==> config.mk <==
export PLATFORM = sky130hd
export DESIGN_NAME = mem_access_stage
export DESIGN_NICKNAME = d
export VERILOG_FILES = /design/src/rtl/common.sv /design/src/rtl/pipes.sv /design/src/rtl/mem_lane_align.sv /design/src/rtl/mem_access_stage.sv
export SDC_FILE = /design/constraint.sdc
export NUM_CORES = 1
export LEC_CHECK = 0
export ABC_AREA = 1
export CELL_PAD_IN_SITES_DETAIL_PLACEMENT = 0
export CELL_PAD_IN_SITES_GLOBAL_PLACEMENT = 1
export CORE_AREA = 2 2 236 238
export CTS_CLUSTER_SIZE = 25
export DETAILED_ROUTE_END_ITERATION = 16
export DIE_AREA = 0 0 238 240
export PLACE_DENSITY = 0.63
export SLEW_MARGIN = 20
export SYNTH_ARGS = -nofsm -noshare
export SYNTH_HDL_FRONTEND = slang
export SYNTH_HIERARCHICAL = 1
export SYNTH_SLANG_ARGS = --single-unit
export TNS_END_PERCENT = 30
==> constraint.sdc <==
create_clock -name clk -period 2.45 [get_ports clk]
set_input_delay 0.49 -clock clk [delete_from_list [all_inputs] [get_ports clk]]
set_output_delay 0.49 -clock clk [all_outputs]
set_load 0.02 [all_outputs]
==> src/rtl/common.sv <==
// Shared machine-wide constants for the datapath.
package common;

  localparam int unsigned XLEN      = 64;
  localparam int unsigned BUS_BYTES = 8;

endpackage

==> src/rtl/pipes.sv <==
// Pipeline register payloads and memory-stage types.
// Optional field: misalign in memory_data_t, present only with MEM_MISALIGN_CHECK_EN.
package pipes;

  import common::*;

  typedef enum logic [1:0] {
    MSIZE1 = 2'd0,
    MSIZE2 = 2'd1,
    MSIZE4 = 2'd2,
    MSIZE8 = 2'd3
  } msize_t;

  typedef enum logic [1:0] {
    IDLE = 2'd0,
    WAIT = 2'd1,
    DONE = 2'd2
  } mem_state_t;

  typedef struct packed {
    logic            valid;
    logic            mem_read;
    logic            mem_write;
    msize_t          msize;
    logic            mem_unsigned;
    logic [XLEN-1:0] addr;
    logic [XLEN-1:0] wdata;
    logic [4:0]      rd;
    logic [XLEN-1:0] result;
    logic [XLEN-1:0] pc;
  } execute_data_t;

  typedef struct packed {
    logic            valid;
    logic [4:0]      rd;
    logic [XLEN-1:0] wb_data;
    logic [XLEN-1:0] pc;
`ifdef MEM_MISALIGN_CHECK_EN
    logic            misalign;
`endif
  } memory_data_t;

  // Byte-enable pattern of an access before it is moved into its lane.
  function automatic logic [BUS_BYTES-1:0] size_mask(msize_t size);
    logic [BUS_BYTES-1:0] mask;
    case (size)
      MSIZE1:  mask = 8'h01;
      MSIZE2:  mask = 8'h03;
      MSIZE4:  mask = 8'h0F;
      default: mask = 8'hFF;
    endcase
    return mask;
  endfunction

  function automatic logic misaligned(msize_t size, logic [2:0] offset);
    logic [2:0] low_bits;
    case (size)
      MSIZE1:  low_bits = 3'b000;
      MSIZE2:  low_bits = 3'b001;
      MSIZE4:  low_bits = 3'b011;
      default: low_bits = 3'b111;
    endcase
    return |(offset & low_bits);
  endfunction

endpackage

==> src/rtl/mem_lane_align.sv <==
// Combinational lane steering: store strobe/data placement and load extraction/extension.
module mem_lane_align
  import common::*;
  import pipes::*;
(
  input  msize_t               size,
  input  logic                 mem_write,
  input  logic                 mem_unsigned,
  input  logic [2:0]           offset,
  input  logic [XLEN-1:0]      wdata,
  input  logic [XLEN-1:0]      rdata,
  output logic [BUS_BYTES-1:0] strobe,
  output logic [XLEN-1:0]      wdata_lane,
  output logic [XLEN-1:0]      rdata_ext
);

  logic [5:0]      bit_shift;
  logic [XLEN-1:0] rdata_shifted;

  always_comb begin
    bit_shift     = {offset, 3'b000};
    // Mask bits shifted past the top lane fall off the 8-bit result.
    strobe        = mem_write ? (size_mask(size) << offset) : '0;
    wdata_lane    = wdata << bit_shift;
    rdata_shifted = rdata >> bit_shift;
    rdata_ext     = rdata_shifted;
    case (size)
      MSIZE1: rdata_ext = {{(XLEN-8){~mem_unsigned & rdata_shifted[7]}}, rdata_shifted[7:0]};
      MSIZE2: rdata_ext = {{(XLEN-16){~mem_unsigned & rdata_shifted[15]}}, rdata_shifted[15:0]};
      MSIZE4: rdata_ext = {{(XLEN-32){~mem_unsigned & rdata_shifted[31]}}, rdata_shifted[31:0]};
      default: rdata_ext = rdata_shifted;
    endcase
  end

endmodule

==> src/rtl/mem_access_stage.sv <==
// Memory stage: issues loads/stores on the data bus and stalls upstream until data_ok.
// Optional MEM_MISALIGN_CHECK_EN: misaligned accesses skip the bus and report misalign.
module mem_access_stage
  import common::*;
  import pipes::*;
(
  input  logic                 clk,
  input  logic                 reset,
  input  execute_data_t        dataE,
  input  logic                 flush,
  output logic                 dreq_valid,
  output logic [XLEN-1:0]      dreq_addr,
  output msize_t               dreq_size,
  output logic [BUS_BYTES-1:0] dreq_strobe,
  output logic [XLEN-1:0]      dreq_data,
  input  logic                 dresp_addr_ok,
  input  logic                 dresp_data_ok,
  input  logic [XLEN-1:0]      dresp_data,
  output memory_data_t         dataM_next,
  output logic                 stall_out
);

  mem_state_t           state_q, state_d;
  logic                 squash_q, squash_d;
  logic [XLEN-1:0]      load_q, load_d;
  logic                 is_mem;
  logic                 bad_align;
  logic [BUS_BYTES-1:0] strobe;
  logic [XLEN-1:0]      wdata_lane;
  logic [XLEN-1:0]      rdata_ext;
  logic                 unused_addr_ok;

  assign unused_addr_ok = dresp_addr_ok;

  mem_lane_align u_lane_align (
    .size         (dataE.msize),
    .mem_write    (dataE.mem_write),
    .mem_unsigned (dataE.mem_unsigned),
    .offset       (dataE.addr[2:0]),
    .wdata        (dataE.wdata),
    .rdata        (dresp_data),
    .strobe       (strobe),
    .wdata_lane   (wdata_lane),
    .rdata_ext    (rdata_ext)
  );

  assign is_mem = dataE.valid & (dataE.mem_read | dataE.mem_write);

`ifdef MEM_MISALIGN_CHECK_EN
  assign bad_align = is_mem & misaligned(dataE.msize, dataE.addr[2:0]);
`else
  assign bad_align = 1'b0;
`endif

  always_comb begin
    state_d            = state_q;
    squash_d           = squash_q;
    load_d             = load_q;
    dreq_valid         = 1'b0;
    stall_out          = 1'b0;
    dataM_next         = '0;
    dataM_next.rd      = dataE.rd;
    dataM_next.pc      = dataE.pc;
    dataM_next.wb_data = dataE.result;

    unique case (state_q)
      IDLE: begin
        if (is_mem && !bad_align) begin
          // Reset gates the combinational issue so the bus sees no request while held.
          if (!flush && reset) begin
            dreq_valid = 1'b1;
            stall_out  = 1'b1;
            if (dresp_data_ok) begin
              load_d  = rdata_ext;
              state_d = DONE;
            end else begin
              state_d = WAIT;
            end
          end
        end else begin
          dataM_next.valid = dataE.valid & ~flush;
`ifdef MEM_MISALIGN_CHECK_EN
          if (bad_align) begin
            dataM_next.wb_data  = dataE.addr;
            dataM_next.misalign = 1'b1;
          end
`endif
        end
      end

      WAIT: begin
        // The bus cannot be aborted; a flush only marks the result as dead.
        dreq_valid = 1'b1;
        stall_out  = 1'b1;
        squash_d   = squash_q | flush;
        if (dresp_data_ok) begin
          load_d  = rdata_ext;
          state_d = DONE;
        end
      end

      DONE: begin
        dataM_next.valid   = ~(squash_q | flush);
        dataM_next.wb_data = dataE.mem_read ? load_q : dataE.result;
        squash_d           = 1'b0;
        state_d            = IDLE;
      end

      default: begin
        state_d  = IDLE;
        squash_d = 1'b0;
      end
    endcase
  end

  assign dreq_addr   = dreq_valid ? dataE.addr : '0;
  assign dreq_size   = dreq_valid ? dataE.msize : MSIZE1;
  assign dreq_strobe = dreq_valid ? strobe : '0;
  assign dreq_data   = dreq_valid ? wdata_lane : '0;

  always_ff @(posedge clk or negedge reset) begin
    if (!reset) begin
      state_q  <= IDLE;
      squash_q <= 1'b0;
      load_q   <= '0;
    end else begin
      state_q  <= state_d;
      squash_q <= squash_d;
      load_q   <= load_d;
    end
  end

endmodule
After elaboration in Yosys (flattened, before gate mapping)
Cells that the tools add are included.
{"block": "totals", "register_bits": 67, "latch_bits": 0, "ramBits": 0, "rom_bits": 0, "output_inout_bits": 274, "mem_count": 0}
{"block": "op_classes", "n_addsub": 0, "multipliers": 0, "div_mod_pow": 0, "n_lt_le_gt_ge": 0, "n_eq_ne": 7, "shifts": 3, "mux": 24, "bitwise_logic": 10, "reduce_logical": 7}
{"operator": "$mux W64", "n": 7}
{"operator": "$pmux W64 S3", "n": 1}
{"operator": "$pmux W64 S2", "n": 1}
{"operator": "$shl A64 B6 Y64", "n": 1}
{"operator": "$shr A64 B6 Y64", "n": 1}
{"operator": "$pmux W8 S3", "n": 1}
{"operator": "$mux W8", "n": 2}
{"operator": "$mux W2", "n": 5}
{"operator": "$shl A8 B3 Y8", "n": 1}
{"operator": "$ne A2 B2 Y1 const B", "n": 3}
{"operator": "$pmux W1 S2", "n": 3}
{"operator": "$reduce_and A3 Y1", "n": 2}
{"operator": "$and A1 B1 Y1", "n": 5}
{"operator": "$eq A2 B1 Y1 const B", "n": 2}
{"operator": "$eq A2 B2 Y1 const B", "n": 2}
{"operator": "$logic_not A2 Y1", "n": 2}
{"operator": "$pmux W2 S2", "n": 1}
{"operator": "$mux W1", "n": 3}
{"operator": "$not A1 Y1", "n": 3}
{"operator": "$or A1 B1 Y1", "n": 2}
{"operator": "$reduce_bool A2 Y1", "n": 1}
{"operator": "$logic_and A1 B1 Y1", "n": 1}
{"operator": "$logic_not A1 Y1", "n": 1}

Longest topological paths before layout
{"block": "logic_depth", "word_depth": 7, "depth_mapped": 12, "mapped_depth_nobuf": 11}

Modules after synthesis
Netlist, hierarchy kept.
{"mod": "mem_access_stage", "instances": 1, "cells_per_inst": 870, "area_each_um2": 5303.8}
{"mod": "mem_lane_align", "instances": 1, "cells_per_inst": 832, "area_each_um2": 3936.3}

Worst setup path before layout
OpenSTA, ideal clock, no wires.
{"block": "synth_timing", "path_kind": "input -> output", "from": "input dataE[199] (netlist bit)", "to": "output dreq_data[32]", "t_arrival_ns": 1.767, "setup_slack_ns": 0.193, "path_stages": 8, "path_buffers": 3, "path_cell_list": "inv_1 buf_2 clkbuf_1 buf_1 nand3_1 o21ai_0 inv_1 nor2_1"}
{"block": "synth_via", "elab_chain_len": 2}
{"item": "start: declaration", "line": "mem_access_stage.sv:9", "text": "input execute_data_t dataE,"}
{"item": "$shl A64 B6 Y64", "line": "mem_lane_align.sv:24", "text": "wdata_lane = wdata << bit_shift;"}
{"item": "via wdata_lane[32]", "line": "mem_access_stage.sv:29", "text": "logic [XLEN-1:0] wdata_lane;"}
{"item": "$mux W64", "line": "mem_access_stage.sv:119", "text": "assign dreq_data = dreq_valid ? wdata_lane : '0;"}
{"item": "end: declaration", "line": "mem_access_stage.sv:15", "text": "output logic [XLEN-1:0] dreq_data,"}
The timed path passes the listed nets, and every way through them passes these cells.

Final worst setup path
{"block": "layout_timing", "from": "input dataE[143] (netlist bit)", "to": "output dreq_data[58]"}
The elaborated chain is that of the path after synthesis.

==> results.yml <==
logic_synthesis:
  synth-compound-area-share_pct: 14.6
  ys_types: 30
  ys.warnings.count: 6
  avgSynthCellArea_um2: 5.43
  yosys.area.top_type: "nand2_1"
  netlist_instances: 1702
  synthMuxAreaShare_pct: 3.25
  ys_seq_area_share_pct: 18.1
  synth.top_cell.area_share_pct: 21.0
  syn_area_um2: 9240
  synth.top_cells.by_area: "nand2_1 21%, dfrtp_1 18%, inv_1 10%"
  synth-seq-cells: 67
  yosys.area_share.simple_pct: 40.0
  synth_top_family_by_area: "simple AND/OR/NAND/NOR gates"
  synth_nets: 2038
  synthAdderAreaFrac_pct: 0
  synth_xor_area_share_pct: 0
die:
  num_rows: 86
  die_area_um2: 57100
  core_um2: 54700
  io_pins: 610
  initial_core_util_pct: 16.9
  die_h_um: 240
  die-width_um: 238
finish:
  fin_nets: 2474
  instances_no_fill: 2851
  drive_gt1_share_pct: 17.1
  area.growth.synth_to_final_pct: 65.7
  finalInstanceArea_um2: 15300
worst_setup_path:
  crit_slowest_cell: "clkdlybuf4s50_1"
  critPathCaptureType: "output port"
  cp_common_cell: "o21ai_1"
  crit_required_ns: 1.96
  arrival_ns: 1.95
  cp_cell_sequence: "clkdlybuf4s50_1 > inv_1 > o21ai_1 > o21ai_1 > o21ai_1 > inv_1 > nor2_1 > clkdlybuf4s15_2"
  critical_path.startpoint_type: "input pin"
  critPathMaxFanout: 2
  crit_type: "input pin to output port"
  cp_slowest_stage_delay_ns: 0.47
grt:
  antenna_found_initial: 5
  grt_max_degree: 73
  overflow: 0
  first_global_vias: 12290
  grt_pass1_wl_um: 74200
  track_usage_pct: 17.0
clock_tree:
  clk_latency_ns: 0.34
  post_cts_hold_buffer_count: 0
  clkTransAtPathRegs_ns: 0.06
  cts-htree-levels: 3
  cts_root_buffer: "clkbuf_16"
  cts.sinks: 67
  cts_buffers: 9
  cts_max_path_buffers: 2
  cts_tree: "built"
placement:
  io_buffer_count: 470
  dp_slack_ns: -0.507
  gp_congestion: 0.909
  place_hpwl_um: 40900
  post-place-cells: 2819
  placedInstanceArea_um2: 14900
route:
  drc: 0
  ant_nets: 0
  firstDrtPassIters: 5
  vias_per_cell: 4.36
  via_count: 12430
  wire_per_inst_um: 17.7
  drt_wl_total_um: 50600
  first_iter_violations: 758
timing:
  min_period_ns: 2.44
  slew_violations: 0
  fin_skew_ns: 0.00958
  finalSetupViolations: 0
  tightest_slew_ns: 0.703
  timing.final.crit_share_pct: 99.5
  rsz0062_at_grt: "yes"
  max_freq_mhz: 410
  fin_ws_ns: 0.0127
  hold_violations: 0
  slew_headroom_pct: 52.6
run_status:
  status: "completed"
power_and_ir_drop:
  p_per_area_nw_per_um2: 360
  peakVddDrop_mv: 0.280
  p_total_mw: 5.51
  p_leak_nw: 7.83
worst_hold_path:
  hold_class: "input pin to asynchronous set/reset pin"
job:
  maxCapViolCount: 0
cells in the final DEF, fill, tap and decap left out, types with 6 or more instances in the layout:
cell and instances:
clkdlybuf4s15_1 14, clkbuf_2 30, nor2_1 176, nand2_1 513
nand2_2 6, buf_4 144, inv_2 9, o21ai_0 130
inv_1 239, clkdlybuf4s50_1 250, buf_2 37, o21ai_1 56
dlymetal6s2s_1 6, dfrtp_1 67, a21oi_1 28, dlygate4sd2_1 55
mux2i_1 23, o211ai_1 24, clkdlybuf4s15_2 35, nor2_2 9
buf_6 10, mux2i_2 7, buf_12 30, clkbuf_16 10
o21ai_2 9, nand4_1 34, nand3_1 149
worst max-delay path, delay by kind of cell:
kind	cells	cell delay, ns
buf+inv	4	0.88
simple gates	1	0.10
compound gates	3	0.47
per-stage QoR:
step | util, % | hold slack, ns | TNS, ns
2_1_floorplan | - | 0.194 | 0
3_3_place_gp | 27.3 | 0.457 | -74.57
3_5_place_dp | 27.3 | 0.461 | -72.16
4_1_cts | 27.9 | 0.392 | -0.443
5_1_grt | 28.0 | 0.410 | -0.194
6_report | 28.0 | 0.371 | 0
flip-flops by register name, summed over array words and instances, names as in the netlist:
| register | flops |
|---|---|
| load_q | 64 |
| squash_q | 1 |
| state_q | 2 |
power by group:
group	internal (mW)	total (mW)	switching [mW]
clock	0.918	1.43	0.509
sequential	1.36	1.50	0.143
combinational	1.16	2.58	1.42
total	3.44	5.51	2.07
synth_stat cells:
cell	instances
a31oi_1	1
nand3_1	150
clkbuf_1	30
mux2i_1	30
and2_1	3
o21ai_0	141
nand3_2	1
nor2_1	189
nor2_2	1
buf_1	11
a21o_1	1
o21ai_1	52
nand2_1	518
o21ai_2	2
nand4_1	34
dfrtp_1	67
a22oi_1	2
or2_1	1
buf_2	52
o211ai_1	24
inv_1	245
buf_4	89
or2_2	4
nor3_1	1
a21oi_1	28
buf_6	18
a211oi_1	1
inv_2	4
nand2_2	1
a21oi_2	1
metal layers:
layer / wire [um] / global-route usage, % / share of wire, %
met1: 19400 / 19.0 / 38
met2: 25300 / 30.7 / 50
met3: 3460 / 3.59 / 6.8
met4: 2410 / 8.62 / 4.8
met5: 0 / 0 / 0
what timing repair did:
action	4_1_cts	5_1_grt
resized for setup	436	157
setup endpoints to repair	202	146
gates cloned	4	1
setup buffers	5	2
pin swaps	3	8
path summary, 6_finish.rpt:
check | startpoint | to | slack, ns | depth (start not counted)
max reg2reg | state_q[1] | load_q[15] | 0.84 | 6
min in group clk | load_q[59] | load_q[59] | 0.47 | 2
min reg2reg | load_q[59] | load_q[59] | 0.47 | 2
max in group asynchronous | reset | load_q[14] | 1.19 | 3
min | reset | load_q[23] | 0.37 | 2
max | dataE[143] | dreq_data[58] | 0.01 | 8
final cells by class:
cell class	count	area, um2
Antenna cell	4	10.0
Clock buffer	10	239
Clock inverter	6	88.8
Fill cell	6192	39300
Inverter	249	937
Multi-Input combinational cell	1186	5510
Sequential cell	67	1680
Tap cell	704	881
Timing Repair Buffer	625	5970
cell families (layout without fill, tap and decap cells):
logic type,Yosys count,after routing
flops,67,67
other cells,0,4
mux,30,30
buf+inv,449,890
simple gates,903,903
compound gates,253,253
Note: power is estimated with default switching activity, not from simulation.
